**src/rtl/plot_port_arbiter.sv**
```systemverilog
// Round-robin burst arbiter that shares the single VGA adapter pixel-write
// port among several draw engines; the winner's pixels are registered onto the port.
module plot_port_arbiter #(
    parameter int NUM_REQ   = 4,
    parameter int X_W       = 10,
    parameter int Y_W       = 10,
    parameter int COLOR_W   = 3,
    parameter int MAX_BURST = 64,
    localparam int OW       = $clog2(NUM_REQ),
    localparam int BW       = $clog2(MAX_BURST + 1)
) (
    input  logic                       clk,
    input  logic                       reset_n,
    input  logic [NUM_REQ-1:0]         req,
    input  logic [NUM_REQ-1:0]         last,
    input  logic [NUM_REQ*X_W-1:0]     req_x,
    input  logic [NUM_REQ*Y_W-1:0]     req_y,
    input  logic [NUM_REQ*COLOR_W-1:0] req_color,
    output logic [NUM_REQ-1:0]         gnt,
    output logic [X_W-1:0]             x,
    output logic [Y_W-1:0]             y,
    output logic [COLOR_W-1:0]         color,
    output logic                       plot,
    output logic [OW-1:0]              owner,
    output logic                       busy
);

    localparam logic [0:0] S_IDLE  = 1'b0;
    localparam logic [0:0] S_GRANT = 1'b1;

    logic [0:0]         state_q, state_d;
    logic [OW-1:0]      ptr_q, ptr_d;
    logic [OW-1:0]      owner_q, owner_d;
    logic [BW-1:0]      bcnt_q, bcnt_d;
    logic [NUM_REQ-1:0] gnt_q, gnt_d;
    logic [X_W-1:0]     x_q, x_d;
    logic [Y_W-1:0]     y_q, y_d;
    logic [COLOR_W-1:0] color_q, color_d;
    logic               plot_q, plot_d;

    logic [X_W-1:0]     rx [NUM_REQ];
    logic [Y_W-1:0]     ry [NUM_REQ];
    logic [COLOR_W-1:0] rc [NUM_REQ];

    logic [OW-1:0] sel;
    logic [OW-1:0] cand;
    logic [OW-1:0] ptr_next;
    logic          found;
    logic          accept;
    logic          rel;

    for (genvar g = 0; g < NUM_REQ; g++) begin : g_unpack
        assign rx[g] = req_x[g*X_W +: X_W];
        assign ry[g] = req_y[g*Y_W +: Y_W];
        assign rc[g] = req_color[g*COLOR_W +: COLOR_W];
    end

    // First requester at or after ptr, wrapping modulo NUM_REQ.
    always_comb begin
        found = 1'b0;
        sel   = '0;
        cand  = '0;
        for (int unsigned k = 0; k < NUM_REQ; k++) begin
            cand = OW'((32'(ptr_q) + k) % NUM_REQ);
            if (!found && req[cand]) begin
                found = 1'b1;
                sel   = cand;
            end
        end
    end

    assign ptr_next = (owner_q == OW'(NUM_REQ - 1)) ? '0 : owner_q + 1'b1;

    always_comb begin
        state_d = state_q;
        ptr_d   = ptr_q;
        owner_d = owner_q;
        bcnt_d  = bcnt_q;
        gnt_d   = gnt_q;
        x_d     = x_q;
        y_d     = y_q;
        color_d = color_q;
        plot_d  = 1'b0;
        accept  = 1'b0;
        rel     = 1'b0;
        case (state_q)
            S_IDLE: begin
                gnt_d = '0;
                if (found) begin
                    state_d    = S_GRANT;
                    owner_d    = sel;
                    bcnt_d     = '0;
                    gnt_d[sel] = 1'b1;
                end
            end
            default: begin
                accept = req[owner_q] & gnt_q[owner_q];
                if (accept) begin
                    plot_d  = 1'b1;
                    x_d     = rx[owner_q];
                    y_d     = ry[owner_q];
                    color_d = rc[owner_q];
                    bcnt_d  = bcnt_q + 1'b1;
                    rel     = last[owner_q] | (bcnt_q == BW'(MAX_BURST - 1));
                end else begin
                    // Owner dropped its request: give the port up.
                    rel = 1'b1;
                end
                if (rel) begin
                    state_d = S_IDLE;
                    gnt_d   = '0;
                    ptr_d   = ptr_next;
                end
            end
        endcase
    end

    always_ff @(posedge clk or negedge reset_n) begin
        if (!reset_n) begin
            state_q <= S_IDLE;
            ptr_q   <= '0;
            owner_q <= '0;
            bcnt_q  <= '0;
            gnt_q   <= '0;
            x_q     <= '0;
            y_q     <= '0;
            color_q <= '0;
            plot_q  <= 1'b0;
        end else begin
            state_q <= state_d;
            ptr_q   <= ptr_d;
            owner_q <= owner_d;
            bcnt_q  <= bcnt_d;
            gnt_q   <= gnt_d;
            x_q     <= x_d;
            y_q     <= y_d;
            color_q <= color_d;
            plot_q  <= plot_d;
        end
    end

    assign gnt   = gnt_q;
    assign x     = x_q;
    assign y     = y_q;
    assign color = color_q;
    assign plot  = plot_q;
    assign owner = owner_q;
    assign busy  = (state_q == S_GRANT);

endmodule
```
**config.mk**
```make
export PLATFORM = sky130hd
export DESIGN_NAME = plot_port_arbiter
export DESIGN_NICKNAME = d
export VERILOG_FILES = /design/src/rtl/plot_port_arbiter.sv
export SDC_FILE = /design/constraint.sdc
export NUM_CORES = 1
export LEC_CHECK = 0
export ABC_AREA = 0
export CORE_MARGIN = 2
export CORE_UTILIZATION = 35
export CTS_BUF_LIST = sky130_fd_sc_hd__clkbuf_16
export CTS_CLUSTER_DIAMETER = 60
export DETAILED_ROUTE_END_ITERATION = 10
export PLACE_DENSITY = 0.77
export SLEW_MARGIN = 30
export SYNTH_ARGS = -nofsm -noshare
export SYNTH_HDL_FRONTEND = slang
export SYNTH_SLANG_ARGS = --single-unit
```
**constraint.sdc**
```tcl
create_clock -name clk -period 1.7 [get_ports clk]
set_input_delay 0.51 -clock clk [delete_from_list [all_inputs] [get_ports clk]]
set_output_delay 0.51 -clock clk [all_outputs]
set_load 0.1 [all_outputs]
```
; ---- Word level (Yosys, flattened, before mapping)
; Cells that the tools add are included.
[op_classes]
n_addsub = 5
magnitude_cmp = 8
eq_ne = 4
muxes = 47
bitwise_logic = 4
n_reduce_logical = 12
[ops]
columns = op, count
row1 = $bmux W10 S2, 2
row2 = $mux W10, 4
row3 = $mux W7, 3
row4 = $mux W1, 19
row5 = $lt A2 B3 Y1 const B, 6
row6 = $bmux W1 S2, 7
row7 = $mux W4, 3
row8 = $mux W2, 5
row9 = $reduce_and A2 Y1, 4
row10 = $add A7 B1 Y7 const B, 1
row11 = $eq A7 B6 Y1 const B, 1
row12 = $bmux W3 S2, 1
row13 = $mux W3, 2
row14 = $add A2 B1 Y2 const B, 2
row15 = $add A2 B2 Y2 const B, 2
row16 = $logic_and A1 B1 Y1, 4
row17 = $ne A2 B1 Y1 const B, 2
row18 = $ge A3 B3 Y1 const B, 1
row19 = $logic_not A1 Y1, 3
row20 = $not A2 Y3, 1
row21 = $demux W1 S2, 1
row22 = $eq A2 B2 Y1 const B, 1
row23 = $ge A2 B1 Y1 const B, 1
row24 = $reduce_bool A2 Y1, 1
row25 = other kinds (3), 3
[totals]
regBits = 40
input_bits = 102
out_inout_bits = 31
word_cells = 89

; ---- Longest topological paths before layout
; Gate-level depths: netlist of run 1.
[logic_depth]
word_depth = 18
mapped_depth = 5
depth_no_buf = 5

; ---- Worst setup path before layout of run 1
; Ideal clock, no wire load.
[synth_timing]
path_kind = register -> register
from = register owner_q[0] (netlist: owner[0])
to = register ptr_q[0]
arrival_time_ns = 2.417
required_time_ns = 1.575
setup_slack_ns = -0.842
path_stages_with_launch = 6
path_buffers = 1
cell_sequence = dfrtp_1 buf_6 mux4_2 a41o_1 o21ai_1 mux2_2
[synth_via]
elab_chain_cells = 6
word_cells_on_any_way = 14
[synth_rtl]
columns = element, line_no
row1 = "start, declared", 33  ; logic [OW-1:0] owner_q, owner_d;
row2 = "start signal, assigned", 132  ; owner_q <= owner_d;
row3 = $bmux W1 S2 (on tied branches), "104, 97"
row4 = $mux W1 (on tied branches), "104, 97"
row5 = $or A1 B1 Y1 / $and A1 B1 Y1 (equally long branches), "104, 97"
row6 = $mux W1, 98  ; if (accept) begin
row7 = $mux W1, 86  ; case (state_q)
row8 = $reduce_and A2 Y1 (no line), n/a
row9 = "end signal, assigned", 131  ; ptr_q <= ptr_d;
row10 = "end, declared", 32  ; logic [OW-1:0] ptr_q, ptr_d;
; Several ways; a longest one is shown, not always the timed one. The select of a mux whose other input is x is not followed.
; A chain may end at the register's enable or synchronous reset.

; ---- Worst setup path after layout of run 1
[layout_timing]
from = register owner_q[1] (netlist: owner[1])
to = register bcnt_q[2]
[layout_via]
elab_chain_cells = 5
word_cells_on_any_way = 7
[layout_rtl]
columns = element, line_no
row1 = $bmux W1 S2, 97  ; accept = req[owner_q] & gnt_q[owner_q];
row2 = $mux W1 (implied by the code), 97
row3 = $and A1 B1 Y1 *, 97
row4 = $ne A2 B1 Y1 (no line) *, n/a
row5 = $reduce_and A2 Y1 (no line) *, n/a
row6 = "end signal, assigned", 133  ; bcnt_q <= bcnt_d;
row7 = "end, declared", 34  ; logic [BW-1:0] bcnt_q, bcnt_d;
; Every way passes the cells marked *; elsewhere a longest branch is shown, timed or not. The select of a mux whose other input is x is not followed.

==> impl_metrics.csv, run 1 <==
group,metric,value,unit
die,num_rows,29,
outcome,violations,"negative setup slack",
power,power.density,2060,nW/um^2
clock_network,cts-buffers-inserted,5,
timing,fin_crit,1.87,ns
global_routing,grt_util_all_layers,19.4,%
drt,first_pass_iters,4,
timing,setup_ws,-0.171,ns
yosys,syn-num-nets,272,
die,initial_utilization,36.6,%
critical_path,arrival,2.03,ns
timing,worstMarginPinSlew,0.427,ns
drt,highest_layer,"met4",
layout,final_nets,428,
yosys,syn_avg_cell_area,14.0,sq um
drt,postRouteAntennaNets,0,
timing,period_share,110,%
layout,antenna_cells,0,
timing,fin_skew,0.00376,ns
clock_network,htree_levels,2,
drt,drc,0,
critical_path,r2r_cells,5,
drt,drt-initial-drc-count,91,
die,fp.dieW,86.0,microns
global_routing,grt_max_degree,26,
place,gp_congestion,0.962,
critical_path,worstReg2RegStart,"owner[1]",
global_routing,grt_pass1_vias,2424,
yosys,seq_area_frac_synth,42.6,%
critical_path,crit_start,"owner[1]",
layout,area_growth,94.1,%
yosys,syn_area,2350,sq um
drt,wl_met1,2550,microns
timing,finalSetupTns,-2.48,ns
critical_path,worstSetupStartpointType,"flip-flop",
drt,via_per_inst,5.45,
layout,final_layout_size_suffix_gt1_share,44.9,%
clock_network,cts_tree,"yes",
drt,wl_met2,4090,microns
job,drv_cap,0,
clock_network,cts_sinks,40,
critical_path,critPathKind,"reg -> reg",
place,port-buffer-count,132,
die,dieArea,7390,sq um
critical_path,cp_max_fo,7,
critical_path,endpoint_kind,"flip-flop",
yosys,synth-main-ff-cell,"dfrtp_1",
layout,fin_area,4560,sq um
drt,via_count,2190,
timing,slew_headroom,71.5,%
clock_network,clkTransAtPathRegs,0.06,ns
timing,finalHoldViolCount,0,
critical_path,critical_path_required,1.86,ns
timing,rsz0062_at_grt,"yes",
min_path,hold_path.class,"in -> async",
timing,drv_slew,0,
power,max-vdd-ir-drop,1.00,mV
layout,final_core_util,71.1,%
die,pin_count,133,
clock_network,worstSkewPairLatency,0.27,ns
clock_network,hold_buffers,0,
yosys,yosysWarnings,0,
yosys,synth_cells,168,
yosys,ys_types,37,
outcome,status,"complete, but fails checks",
clock_network,cts-root-buf,"clkbuf_16",
timing,max_freq,0.534,GHz
die,die_h,86.0,microns
yosys,synth_edf_count,0,
place,dpl-instance-area,4180,sq um
clock_network,cts.path.max_buffers,2,
yosys,async_flop_share,100,%
global_routing,grt_antenna_before_repair,0,
global_routing,grt_first_pass_wirelength,11200,microns
power,p_leak,1.87,nW
global_routing,gr-total-overflow,0,
drt,dr_wl_met3,501,microns
drt,wl_per_cell,18.0,microns
yosys,ys_ff_latch,40,
timing,whs,0.161,ns
place,dp_hpwl,5330,microns
drt,drt_wl_total,7240,microns
timing,setup_violations,30,
die,coreArea,6420,sq um
[Yosys cell counts, types with 2 or more instances]
cell	n	area, sq um
clkbuf_1	3	11.3
buf_6	5	56.3
o32ai_1	2	17.5
o31ai_1	3	22.5
o211ai_1	2	15.0
mux4_2	25	563
buf_2	3	15.0
nor3_1	3	15.0
a21oi_1	3	15.0
o21ai_0	4	20.0
mux2_2	26	293
ha_1	2	25.0
nand2_1	10	37.5
nor4_1	2	12.5
dfrtp_1	40	1000
inv_1	7	26.3
a32o_1	2	20.0
o311ai_0	3	26.3
nand3_1	2	10.0
nor2_1	4	15.0
[final timing paths]
check / endpoint / slack [ns]
setup reg to reg: bcnt_q[2] / -0.17
min in group clk: y[5] / 0.57
hold / removal: gnt[1] / 0.16
setup / recovery: bcnt_q[2] / -0.17
hold reg to reg: y[5] / 0.57
max in group asynchronous: color[1] / 1.07
[worst max-delay path, cell delays in order (launching register included)]
cell and delay, ns:
dfrtp_4 0.45, mux4_2 0.58, buf_6 0.16, buf_6 0.10, nand2b_4 0.17, o31ai_1 0.29
[cell type report]
cell class	instances	area [sq um]
Inverter	8	33.8
Timing Repair Buffer	157	1850
Tap cell	77	96.3
Sequential cell	40	1010
Clock inverter	3	37.5
Fill cell	436	1860
Clock buffer	5	125
Multi-Input combinational cell	112	1410
[logic make-up after synthesis]
family          share of synthesized area [%]
compound gates                           8.41
fa+ha+maj                                1.06
buf+inv                                  4.79
flops                                    42.6
mux                                      36.8
simple gates                             6.33
[routing by layer]
metal,GRT usage [%],vias up
li1,-,979
met1,20.9,1100
met2,35.8,103
met3,5.29,8
met4,7.79,0
met5,0,-
[through the flow]
stage	power, W	worst slack, ns	std cells
2_1_floorplan	0.00567	-0.408	168
3_3_place_gp	0.00791	-0.727	384
3_5_place_dp	0.00801	-0.793	384
4_1_cts	0.00929	-0.158	397
5_1_grt	0.00974	-0.249	402
6_report	0.00938	-0.171	402
[cell usage in the layout, fill, tap and decap left out, drive strengths merged, types with 2 or more instances in the layout]
master	netlist	routed
o211ai	2	2
mux2	26	26
nand3	2	2
inv	7	7
o31ai	3	3
buf	8	58
nor2	4	4
or3	2	2
clkdlybuf4s50	0	92
dlygate4sd2	0	5
clkinv	1	2
ha	2	2
mux4	25	25
o21ai	5	5
o32ai	2	2
clkbuf	3	6
a21oi	3	3
a32o	2	2
nand2	10	10
o311ai	3	3
nand2b	2	5
dfrtp	40	40
nor3	3	3
nor4	2	2
[registers in the layout (all words and copies together) (netlist names)]
| signal | count |
|---|---|
| bcnt_q | 7 |
| ptr_q | 2 |
| color | 3 |
| owner | 2 |
| x | 10 |
| gnt | 4 |
| plot | 1 |
| y | 10 |
| busy | 1 |
[what timing repair did]
action,in CTS,in global routing
hold endpoints to repair,0,0
endpoints found under the setup margin,41,39
cloned,3,0
pin swaps,6,3
setup buffers,2,5
resized for setup,30,15
[where the power goes]
part	total (W)	switching [W]	internal [W]
Clock	0.00102	0.000341	0.000681
Combinational	0.00653	0.00373	0.00280
Sequential	0.00183	0.000474	0.00136
Total	0.00938	0.00454	0.00484
Power figures use the tool's default switching activity.
==> run 2, diff against run 1 <==
--- a/config.mk
+++ b/config.mk
@@ -6,6 +6,7 @@
 export NUM_CORES = 1
 export LEC_CHECK = 0
 export ABC_AREA = 0
+export CAP_MARGIN = 20
 export CORE_MARGIN = 2
 export CORE_UTILIZATION = 35
 export CTS_BUF_LIST = sky130_fd_sc_hd__clkbuf_16
==> results of run 2 <==
Final layout, timing and power as in run 1 (identical DEF).
